$ cat src/rtl/updown_counter_param.sv
// Parametrised up/down counter with bounds [MIN_VAL, MAX_VAL], variable step,
// parallel load and a runtime wrap-or-saturate mode. Boundary events are
// reported as registered one-cycle pulses plus registered level flags.
module updown_counter_param #(
  parameter int unsigned      WIDTH     = 8,
  parameter int unsigned      STEP_W    = 4,
  parameter logic [WIDTH-1:0] MIN_VAL   = {WIDTH{1'b0}},
  parameter logic [WIDTH-1:0] MAX_VAL   = {WIDTH{1'b1}},
  parameter logic [WIDTH-1:0] RESET_VAL = MIN_VAL
) (
  input  logic              clk,
  input  logic              rst,
  input  logic              enable,
  input  logic              direction,
  input  logic              load,
  input  logic [WIDTH-1:0]  load_value,
  input  logic [STEP_W-1:0] step,
  input  logic              saturate,
  output logic [WIDTH-1:0]  counter_out,
  output logic              at_max,
  output logic              at_min,
  output logic              wrap_pulse,
  output logic              sat_pulse
);

  // Two guard bits: sums/differences of in-range values never overflow, and
  // the MSB of a difference acts as a "went negative" flag.
  localparam int unsigned EW = WIDTH + 2;

  localparam logic [EW-1:0] ONE_EXT   = {{(EW-1){1'b0}}, 1'b1};
  localparam logic [EW-1:0] MIN_EXT   = {2'b00, MIN_VAL};
  localparam logic [EW-1:0] MAX_EXT   = {2'b00, MAX_VAL};
  localparam logic [EW-1:0] RANGE_EXT = MAX_EXT - MIN_EXT + ONE_EXT;

  localparam logic [63:0] STEP_MAX_64 = (64'd1 << STEP_W) - 64'd1;
  localparam logic [63:0] RANGE_64    = {{(64-WIDTH){1'b0}}, MAX_VAL}
                                      - {{(64-WIDTH){1'b0}}, MIN_VAL} + 64'd1;

  // Elaboration-time parameter sanity checks.
  if (WIDTH < 2 || WIDTH > 32) begin : g_bad_width
    $error("updown_counter_param: WIDTH must be in 2..32");
  end
  if (!(MIN_VAL < MAX_VAL)) begin : g_bad_bounds
    $error("updown_counter_param: MIN_VAL must be below MAX_VAL");
  end
  if (STEP_MAX_64 > RANGE_64) begin : g_bad_step
    $error("updown_counter_param: largest step exceeds the counting range");
  end
  if (RESET_VAL < MIN_VAL || RESET_VAL > MAX_VAL) begin : g_bad_reset
    $error("updown_counter_param: RESET_VAL outside [MIN_VAL, MAX_VAL]");
  end

  logic [WIDTH-1:0] cnt_r;
  logic             at_max_r;
  logic             at_min_r;
  logic             wrap_r;
  logic             sat_r;

  logic [WIDTH-1:0] next_cnt_s;
  logic             next_wrap_s;
  logic             next_sat_s;

  logic [EW-1:0] cur_ext_s;
  logic [EW-1:0] step_ext_s;
  logic [EW-1:0] ld_ext_s;
  logic [EW-1:0] up_sum_s;
  logic [EW-1:0] up_wrap_s;
  logic [EW-1:0] dn_diff_s;
  logic [EW-1:0] dn_wrap_s;
  logic [EW-1:0] ld_below_s;
  logic [EW-1:0] ld_above_s;
  logic [EW-1:0] up_over_s;
  logic [EW-1:0] dn_under_s;

  assign cur_ext_s  = {2'b00, cnt_r};
  assign step_ext_s = {{(EW-STEP_W){1'b0}}, step};
  assign ld_ext_s   = {2'b00, load_value};

  assign up_sum_s  = cur_ext_s + step_ext_s;
  assign up_wrap_s = up_sum_s - RANGE_EXT;
  assign dn_diff_s = cur_ext_s - step_ext_s;
  assign dn_wrap_s = cur_ext_s + RANGE_EXT - step_ext_s;

  // MSB set on these differences means the left operand was the smaller one.
  assign ld_below_s = ld_ext_s - MIN_EXT;
  assign ld_above_s = MAX_EXT - ld_ext_s;
  assign up_over_s  = MAX_EXT - up_sum_s;
  assign dn_under_s = dn_diff_s - MIN_EXT;

  // Next-state selection: load beats count beats hold (reset is in the register).
  always_comb begin
    next_cnt_s  = cnt_r;
    next_wrap_s = 1'b0;
    next_sat_s  = 1'b0;
    if (load) begin
      if (ld_below_s[EW-1]) begin
        next_cnt_s = MIN_VAL;
        next_sat_s = 1'b1;
      end else if (ld_above_s[EW-1]) begin
        next_cnt_s = MAX_VAL;
        next_sat_s = 1'b1;
      end else begin
        next_cnt_s = load_value;
      end
    end else if (enable) begin
      if (direction) begin
        if (up_over_s[EW-1]) begin
          if (saturate) begin
            next_cnt_s = MAX_VAL;
            next_sat_s = 1'b1;
          end else begin
            next_cnt_s  = up_wrap_s[WIDTH-1:0];
            next_wrap_s = 1'b1;
          end
        end else begin
          next_cnt_s = up_sum_s[WIDTH-1:0];
        end
      end else begin
        if (dn_under_s[EW-1]) begin
          if (saturate) begin
            next_cnt_s = MIN_VAL;
            next_sat_s = 1'b1;
          end else begin
            next_cnt_s  = dn_wrap_s[WIDTH-1:0];
            next_wrap_s = 1'b1;
          end
        end else begin
          next_cnt_s = dn_diff_s[WIDTH-1:0];
        end
      end
    end else begin
      next_cnt_s = cnt_r;
    end
  end

  // State register with synchronous active-low reset; flags track the new value.
  always_ff @(posedge clk) begin
    if (!rst) begin
      cnt_r    <= RESET_VAL;
      at_max_r <= (RESET_VAL == MAX_VAL);
      at_min_r <= (RESET_VAL == MIN_VAL);
      wrap_r   <= 1'b0;
      sat_r    <= 1'b0;
    end else begin
      cnt_r    <= next_cnt_s;
      at_max_r <= (next_cnt_s == MAX_VAL);
      at_min_r <= (next_cnt_s == MIN_VAL);
      wrap_r   <= next_wrap_s;
      sat_r    <= next_sat_s;
    end
  end

  assign counter_out = cnt_r;
  assign at_max      = at_max_r;
  assign at_min      = at_min_r;
  assign wrap_pulse  = wrap_r;
  assign sat_pulse   = sat_r;

endmodule

$ cat config.mk
export PLATFORM = sky130hd
export DESIGN_NAME = updown_counter_param
export DESIGN_NICKNAME = d
export VERILOG_FILES = /design/src/rtl/updown_counter_param.sv
export SDC_FILE = /design/constraint.sdc
export NUM_CORES = 1
export LEC_CHECK = 0
export ABC_CLOCK_PERIOD_IN_PS = 7100
export BUFFER_PORTS_ARGS = -buffer_cell sky130_fd_sc_hd__buf_2
export CORE_ASPECT_RATIO = 1.25
export CORE_MARGIN = 3
export CORE_UTILIZATION = 50
export CTS_CLUSTER_SIZE = 14
export DETAILED_ROUTE_END_ITERATION = 6
export MAX_ROUTING_LAYER = met4
export PLACE_DENSITY = 0.87
export SLEW_MARGIN = 20
export SYNTH_ARGS = -nofsm -noshare
export SYNTH_HDL_FRONTEND = slang
export SYNTH_SLANG_ARGS = --single-unit
$ cat constraint.sdc
create_clock -name clk -period 7.1 [get_ports clk]
set_clock_uncertainty 0.15 [all_clocks]
set_input_delay 0.71 -clock clk [delete_from_list [all_inputs] [get_ports clk]]
set_output_delay 0.71 -clock clk [all_outputs]
set_load 0.02 [all_outputs]
# Word level (Yosys, flattened, before mapping)
# Index checks and enable logic that the tools add are counted.
# Widths: inputs -> output; s select.
dict set report totals {
  register_bits 12
  input_bits 18
  output_inout_bits 12
  word_cells 36
}
dict set report classes {
  addsub 7
  eq_ne 1
  mux 19
  bitwise 2
  n_reduce_logical 2
}
# cell count
set ops {}
lappend ops {{$mux 8} 8}
lappend ops {{$mux 1} 11}
lappend ops {{$sub 8x9->10 const A} 1}
lappend ops {{$add 8x4->9} 1}
lappend ops {{$sub 8x4->9} 1}
lappend ops {{$sub 8x8->9 const A} 1}
lappend ops {{$add 8x1->8 const B} 1}
lappend ops {{$eq 8x8->1 const B} 1}
lappend ops {{$logic_not 8->1} 1}
lappend ops {{$sub 8x1->8 const B} 1}
lappend ops {{$sub 8x4->8} 1}
lappend ops {{$reduce_or 3->1} 1}
lappend ops {{$not 1->1} 2}

# Longest topological paths before layout
# Gate-level depths: netlist of the first run.
dict set report depth {
  word_depth 8
  mapped_depth 10
  depth_no_buf 10
}

# Worst setup path after synthesis of the first run
# No wires, ideal clock.
dict set report synth_timing {
  path_type {input -> register}
  start {input step[2]}
  end {register at_min_r, in the netlist at_min}
  setup_time_ns 0.096
  t_arrival_ns 2.835
  t_required_ns 6.854
  path_slack_ns 4.020
  stages 10
  n_path_buf 1
  path_cell_list {inv_1 ha_1 buf_2 nor3_1 o311ai_0 and2_1 o2bb2ai_1 o21ai_0 or4_1 o41ai_2}
}
dict set report synth_via {
  elab_chain_cells 8
  word_cells_on_any_way 13
  classes_between {add/sub (5); mux (7); reduce/logical (1)}
}
# element line
set synth_lines {}
lappend synth_lines {{from (decl)} 17} ;# input logic [STEP_W-1:0] step,
lappend synth_lines {{$add 8x4->9} 79} ;# assign up_sum_s = cur_ext_s + step_ext_s;
lappend synth_lines {{$sub 8x1->8} 80} ;# assign up_wrap_s = up_sum_s - RANGE_EXT;
lappend synth_lines {{$mux 8} 108} ;# if (saturate) begin
lappend synth_lines {{$mux 8} 107} ;# if (up_over_s[EW-1]) begin
lappend synth_lines {{$mux 8 *} 106} ;# if (direction) begin
lappend synth_lines {{$mux 8 *} 105} ;# end else if (enable) begin
lappend synth_lines {{$mux 8 *} 95} ;# if (load) begin
lappend synth_lines {{$logic_not 8->1 *} 147} ;# at_min_r <= (next_cnt_s == MIN_VAL);
lappend synth_lines {{to (signal assigned)} 141} ;# at_min_r <= (RESET_VAL == MIN_VAL);
lappend synth_lines {{to (signal assigned)} 147}
lappend synth_lines {{to (decl)} 55} ;# logic at_min_r;
# Every way passes the cells marked *; elsewhere a longest branch is shown, timed or not.
# A chain may end at the register's enable or synchronous reset.

# Worst setup path after layout of the first run
dict set report layout_timing {
  start {input step[3]}
  end {register at_min_r, in the netlist at_min}
}
# Same word-level chain as after synthesis.

==> summary.txt, run 1 <==
GRT
  – Largest net degree at the start of global routing: 19
  – Congestion Overflow GR: 0
  – Vias in the first global route: between 1,000 and 1,500
  – Global-route wire length before repair: just under 6000 µm
  – Initial antenna violation count: 0
  – All-layer global routing usage: 0.237

STA
  – RSZ-0062 raised after global routing: false
  – Min Tclk post-route: around 3.4 ns
  – Final Max Tran Viols: 0
  – Slew headroom: 0.569
  – Fmax: between 200 and 300 MHz
  – Fin crit share: 0.484
  – Setup violations, final: 0
  – Endpoints failing hold: 0
  – Final setup TNS: 0 ns
  – Actual slew at the worst max-slew pin: about 0.64 ns

Route
  – Final antenna-violating net count: 0
  – WL/cell: ~16 µm
  – Initial drt markers: roughly 110
  – Drt first pass iters: 4
  – Routed WL: approximately 3600 µm
  – Vias per cell: 6.23
  – DR DRC count: 0
  – Vias: about 1,400

Floorplan
  – Die width: 51.3 µm
  – Starting Density: 0.552
  – Die Ht: about 63 µm
  – # IOs: 30
  – Core box area: around 2300 µm²
  – Die area: 3220 µm²
  – FP Rows: 19

Logic synthesis
  – Yosys cell types: 51
  – Synth top area share: 0.187
  – Area contributors post-synth: dfxtp_1, ha_1, a21oi_1
  – Dominant synthesized flop cell: dfxtp_1
  – Largest area contributor in the netlist: dfxtp_1
  – Asr flop ratio synth: 0
  – Ranking of synthesized cells by instance count: a21oi_1, dfxtp_1, nand2_1
  – Register area share after synthesis: 0.187
  – Synth warn: 0
  – Mapped Nets: 196
  – Average size of a mapped cell: 7.69 µm²
  – Mapped cell area: roughly 1300 µm²
  – Synth Register Bits: 12
  – Mapped Cells: between 150 and 200
  – Post-synth EDFFs: 0

Worst setup path
  – CP max stage cell: o311ai_0
  – Crit-path max FO: 12
  – Worst Reg-to-Reg Cells: 8
  – WP data required: 7.13 ns
  – R2R Setup Slk: ~3.8 ns
  – Worst path cell trace: buf_2, inv_1, ha_1, nor3_1, o311ai_0, and2_1, o2bb2ai_1, o21ai_0, or4_1, o41ai_2
  – Worst reg2reg path endpoint: at_min
  – Critical path class: in2reg
  – Largest stage delay on the critical path: 0.61 ns
  – Startpoint types: input port
  – Reg2Reg Launch Point: counter_out[3]
  – CP Capture Type: flop
  – WP data arrival: between 3 and 4 ns

Power and ir drop
  – Design internal power: approximately 0.00014 W
  – P_sw: about 0.00009 W
  – Comb pwr share: 0.422
  – Peak VDD IR: 0.155 mV
  – Power per standard cell area: 159 nW/µm²
  – Net Sw Frac: 0.388
  – P_leak: 0.637 nW
  – Sequential share of power: 0.340
  – Part of the power in the clock network: 0.238

Placed design
  – Detailed Place HPWL: roughly 2800 µm
  – IO buf count: 29
  – Routability Congestion: ~1.0
  – Cells after DPL: about 220

Min path
  – Worst hold path class: in2reg
  – Hold Path End: at_min
  – Hold Crit Start: rst
  – Hold depth: 2

Layout
  – Layout cell share with drive strength beyond 1: 0.204
  – Diode count: 0
  – Final Non-Filler Cells: ~220
  – Nets: around 220
  – Synth-to-Final Area Change: 13.7%

Clocking
  – CTS tree: yes
  – Num CTS Buffers: 3
  – Post-CTS resize count: 0
  – Clock-pin slew on the worst setup and hold paths: roughly 0.070 ns
  – Clk_lat worst skew: approximately 0.28 ns
  – Post-CTS Setup Inserts: 0
  – Max H-tree Level: 1
  – Max clock buf depth: 2
  – Clock Sinks: 12
  – Clock Root Buffer: clkbuf_4
  – Hold-fix buffers, CTS: 0

Outcome
  – Outcome: complete, no violations

Job
  – Max-Cap Viols: 0
metrics by stage:
step	cell area [µm²]	setup slack (ns)	hold WS [ns]	util	power [W]
after detailed placement	1430	3.41	0.611	0.612	0.000177
after global placement	1430	3.65	0.595	0.612	0.000173
after CTS	1460	3.65	0.523	0.627	0.000232
final	1460	3.66	0.528	0.627	0.000232
after floorplan	1280	4.02	0.602	-	0.000150
after global routing	1460	3.36	0.530	0.627	0.000248
layout make-up:
type | instances | area, µm²
multi-input combinational | 135 | 960
clock buffer | 4 | 36.3
sequential | 12 | 240
tap | 31 | 38.8
fill | 227 | 868
inverter | 11 | 41.3
timing repair buffer | 29 | 145
flip-flops by register name, indices dropped and copies added, names as in the netlist:
signal and flops:
sat_pulse 1, at_min 1, wrap_pulse 1, at_max 1, counter_out 8
logic make-up (layout without fill, tap and decap cells):
group | Yosys count | after routing | share of synthesized area
buffers and inverters | 20 | 44 | 0.0662
adder cells (fa/ha/maj) | 11 | 11 | 0.119
AO/OA/AOI/OAI | 59 | 59 | 0.334
flip-flops | 12 | 12 | 0.187
XOR/XNOR | 3 | 3 | 0.0205
multiplexers | 1 | 1 | 0.00779
AND/OR/NAND/NOR | 61 | 61 | 0.266
power groups by stage:
stage | combinational (W) | clock (W) | sequential [W]
final | 0.0000981 | 0.0000553 | 0.0000790
after global routing | 0.000107 | 0.0000608 | 0.0000795
after floorplan | 0.0000685 | 0 | 0.0000818
after CTS | 0.0000970 | 0.0000560 | 0.0000787
after global placement | 0.0000937 | 0 | 0.0000798
after detailed placement | 0.0000964 | 0 | 0.0000803
cell usage in the layout, fill, tap and decap left out, types with 2 or more instances in the layout:
master     count
buf_2         29
nand2_1       12
o31ai_1        4
o311ai_0       3
o211ai_1       2
nor3b_1        3
fa_1           2
inv_1         11
a31oi_1        5
and2_1         8
or3_1          3
xnor2_1        2
o21a_1         3
a21oi_1       12
nor2_1        10
o31a_1         2
or4_1          2
a2bb2oi_1      2
clkbuf_4       3
nor2b_1        6
a22oi_1        4
dfxtp_1       12
o21ai_0        8
ha_1           9
nand2b_1       4
nor3_1         2
nand3_1        4
critical path: cells and delay by family:
| family | cells | cell delay, ns |
|---|---|---|
| AOI/OAI and AO/OA | 4 | 1.18 |
| buffers and inverters | 2 | 0.13 |
| adders and majority gates | 1 | 0.55 |
| and+or+nand+nor | 3 | 0.90 |
worst max path at each step:
stage	from	endpoint	cells after the start
after floorplan	step[2]	at_min	10
after global placement	step[3]	at_min	10
after detailed placement	step[3]	at_min	10
after CTS	step[3]	at_min	10
after global routing	step[3]	at_min	10
final	step[3]	at_min	10
routing by layer:
metal  part of all wire  GRT usage
met4              0.041      0.105
met5                  0          -
met2               0.50      0.398
met1               0.38      0.271
met3              0.082     0.0406
Power figures use the tool's default switching activity.
==> inputs of run 2 (changes only) <==
--- a/config.mk
+++ b/config.mk
@@ -5,7 +5,7 @@
 export SDC_FILE = /design/constraint.sdc
 export NUM_CORES = 1
 export LEC_CHECK = 0
-export ABC_CLOCK_PERIOD_IN_PS = 7100
+export ABC_CLOCK_PERIOD_IN_PS = 3480
 export BUFFER_PORTS_ARGS = -buffer_cell sky130_fd_sc_hd__buf_2
 export CORE_ASPECT_RATIO = 1.25
 export CORE_MARGIN = 3
==> constraint.sdc (replaced) <==
create_clock -name clk -period 3.48 [get_ports clk]
set_clock_uncertainty 0.15 [all_clocks]
set_input_delay 0.348 -clock clk [delete_from_list [all_inputs] [get_ports clk]]
set_output_delay 0.348 -clock clk [all_outputs]
set_load 0.02 [all_outputs]
==> summary.txt, run 2 (same netlist as run 1, synthesis figures left out) <==
Route
  – DR DRC count: 0 (unchanged)
  – WL/cell: 15.3 µm (-4.8%)
  – Final antenna-violating net count: 0 (unchanged)
  – Initial drt markers: 67 (-37%)
  – Drt first pass iters: 4 (unchanged)
  – Vias per cell: 6.14 (-1.5%)
  – Vias: 1,370 (-1.0%)
  – Routed WL: 3410 µm (-4.4%)

STA
  – Actual slew at the worst max-slew pin: 0.571 ns (-0.0681 ns)
  – Fmax: 316 MHz
  – Final Max Tran Viols: 0 (unchanged)
  – Worst hold slack: 0.168 ns (-0.359 ns)
  – RSZ-0062 raised after global routing: false
  – Endpoints failing hold: 0 (unchanged)
  – Final setup TNS: 0 ns (unchanged)
  – Min Tclk post-route: between 3 and 4 ns
  – Setup violations, final: 0 (unchanged)
  – Slew headroom: 0.615 (+0.0460)
  – Fin crit share: 0.910

GRT
  – Vias in the first global route: 1,285 (-1.2%)
  – Initial antenna violation count: 0 (unchanged)
  – All-layer global routing usage: 0.225 (-0.0120)
  – Largest net degree at the start of global routing: 19 (unchanged)
  – Global-route wire length before repair: 5620 µm (-4.0%)
  – Congestion Overflow GR: 0 (unchanged)

Worst setup path
  – CP Capture Type: flop
  – WP data arrival: 3.19 ns (-0.28 ns)
  – Crit-path max FO: 6 (-6)
  – Critical path class: reg2reg
  – WP data required: 3.50 ns (-3.63 ns)
  – Startpoint types: flop

Floorplan
  – Starting Density: 0.552 (unchanged)
  – Die area: 3220 µm² (unchanged)
  – Die width: 51.3 µm (unchanged)
  – Die Ht: 62.7 µm (unchanged)
  – FP Rows: 19 (unchanged)
  – # IOs: 30 (unchanged)
  – Core box area: 2330 µm² (unchanged)

Clocking
  – Num CTS Buffers: 3 (unchanged)
  – Post-CTS Setup Inserts: 0 (unchanged)
  – Clk_lat worst skew: 0.27 ns (about the same)
  – Clock Sinks: 12 (unchanged)
  – Clock Root Buffer: clkbuf_4
  – Post-CTS resize count: 0 (unchanged)
  – Max H-tree Level: 1 (unchanged)
  – Max clock buf depth: 2 (unchanged)
  – Clock-pin slew on the worst setup and hold paths: 0.07 ns (about the same)
  – CTS tree: yes
  – Hold-fix buffers, CTS: 0 (unchanged)

Placed design
  – Placed Area: 1430 µm² (+0.53%)
  – Detailed Place HPWL: 2730 µm (-3.7%)
  – Routability Congestion: 1.01 (+1.0%)
  – IO buf count: 29 (unchanged)

Layout
  – Fin area: 1470 µm² (+0.51%)
  – Commonest non-fill, non-tap cell in the layout: buf_2
  – Diode count: 0 (unchanged)
  – Synth-to-Final Area Change: 14.3%
  – Largest register FFs: 8 (unchanged)
  – Layout cell share with drive strength beyond 1: 0.208 (+0.00414)
  – Most frequent cells in the layout: buf_2, nand2_1, a21oi_1, dfxtp_1, inv_1
  – Nets: 222 (+0.45%)

Outcome
  – Outcome: complete, no violations

Min path
  – Worst hold path class: in2reg

Job
  – Max-Cap Viols: 0 (unchanged)

Power and ir drop
  – Power per standard cell area: 319 nW/µm² (+100%)
  – Peak VDD IR: 0.413 mV (+170%)
  – P_leak: 0.642 nW (+0.75%)
run 2: cell types whose count changed in the layout (fill, tap and decap cells not counted), sizes merged:
| cell | change |
|---|---|
| buf | +1 |
run 2: final timing paths:
check,endpoint,depth (start not counted),slack (ns),start
worst max-delay path,at_min,10,0.31,counter_out[0]
worst min-delay path,at_min,2,0.17,rst
worst max register to register,at_min,10,0.31,counter_out[0]
worst min register to register,counter_out[2],2,0.61,counter_out[2]
run 2: through the flow:
| step | instances | utilization | total power [W] | setup slack, ns |
|---|---|---|---|---|
| floorplan | 167 | - | 0.000307 | 0.581 |
| global placement | 219 | 0.615 | 0.000356 | 0.462 |
| detailed placement | 219 | 0.615 | 0.000360 | 0.338 |
| CTS | 223 | 0.631 | 0.000470 | 0.301 |
| global route | 223 | 0.631 | 0.000502 | 0.0473 |
| finish | 223 | 0.631 | 0.000468 | 0.314 |
run 2: power breakdown:
part / internal (W) / switching [W] / total (W)
clock: 0.0000636 / 0.0000443 / 0.000108
combinational: 0.0000817 / 0.000118 / 0.000199
sequential: 0.000146 / 0.0000149 / 0.000161
run 2: worst max-delay path, stage by stage (launching register included):
cell and delay, ns:
dfxtp_1 0.43, inv_1 0.09, ha_1 0.22, fa_1 0.41, nor2b_1 0.27, o21a_1 0.29, nor2_1 0.07, o22ai_1 0.16
a22oi_1 0.15, or4_1 0.54, o41ai_2 0.29
run 2: metal layers:
layer  wire length [µm]  vias to the layer above  track usage
li1                   -                      673            -
met3                278                        8       0.0406
met2               1650                       72        0.374
met5                  0                        -            -
met4                 89                        0       0.0689
met1               1390                      617        0.273
run 2: cell type report:
type | count | area (µm²)
Clock buffer | 4 | 36.3
Fill cell | 235 | 861
Sequential cell | 12 | 240
Multi-Input combinational cell | 135 | 960
Tap cell | 31 | 38.8
Inverter | 11 | 41.3
Timing Repair Buffer | 30 | 153
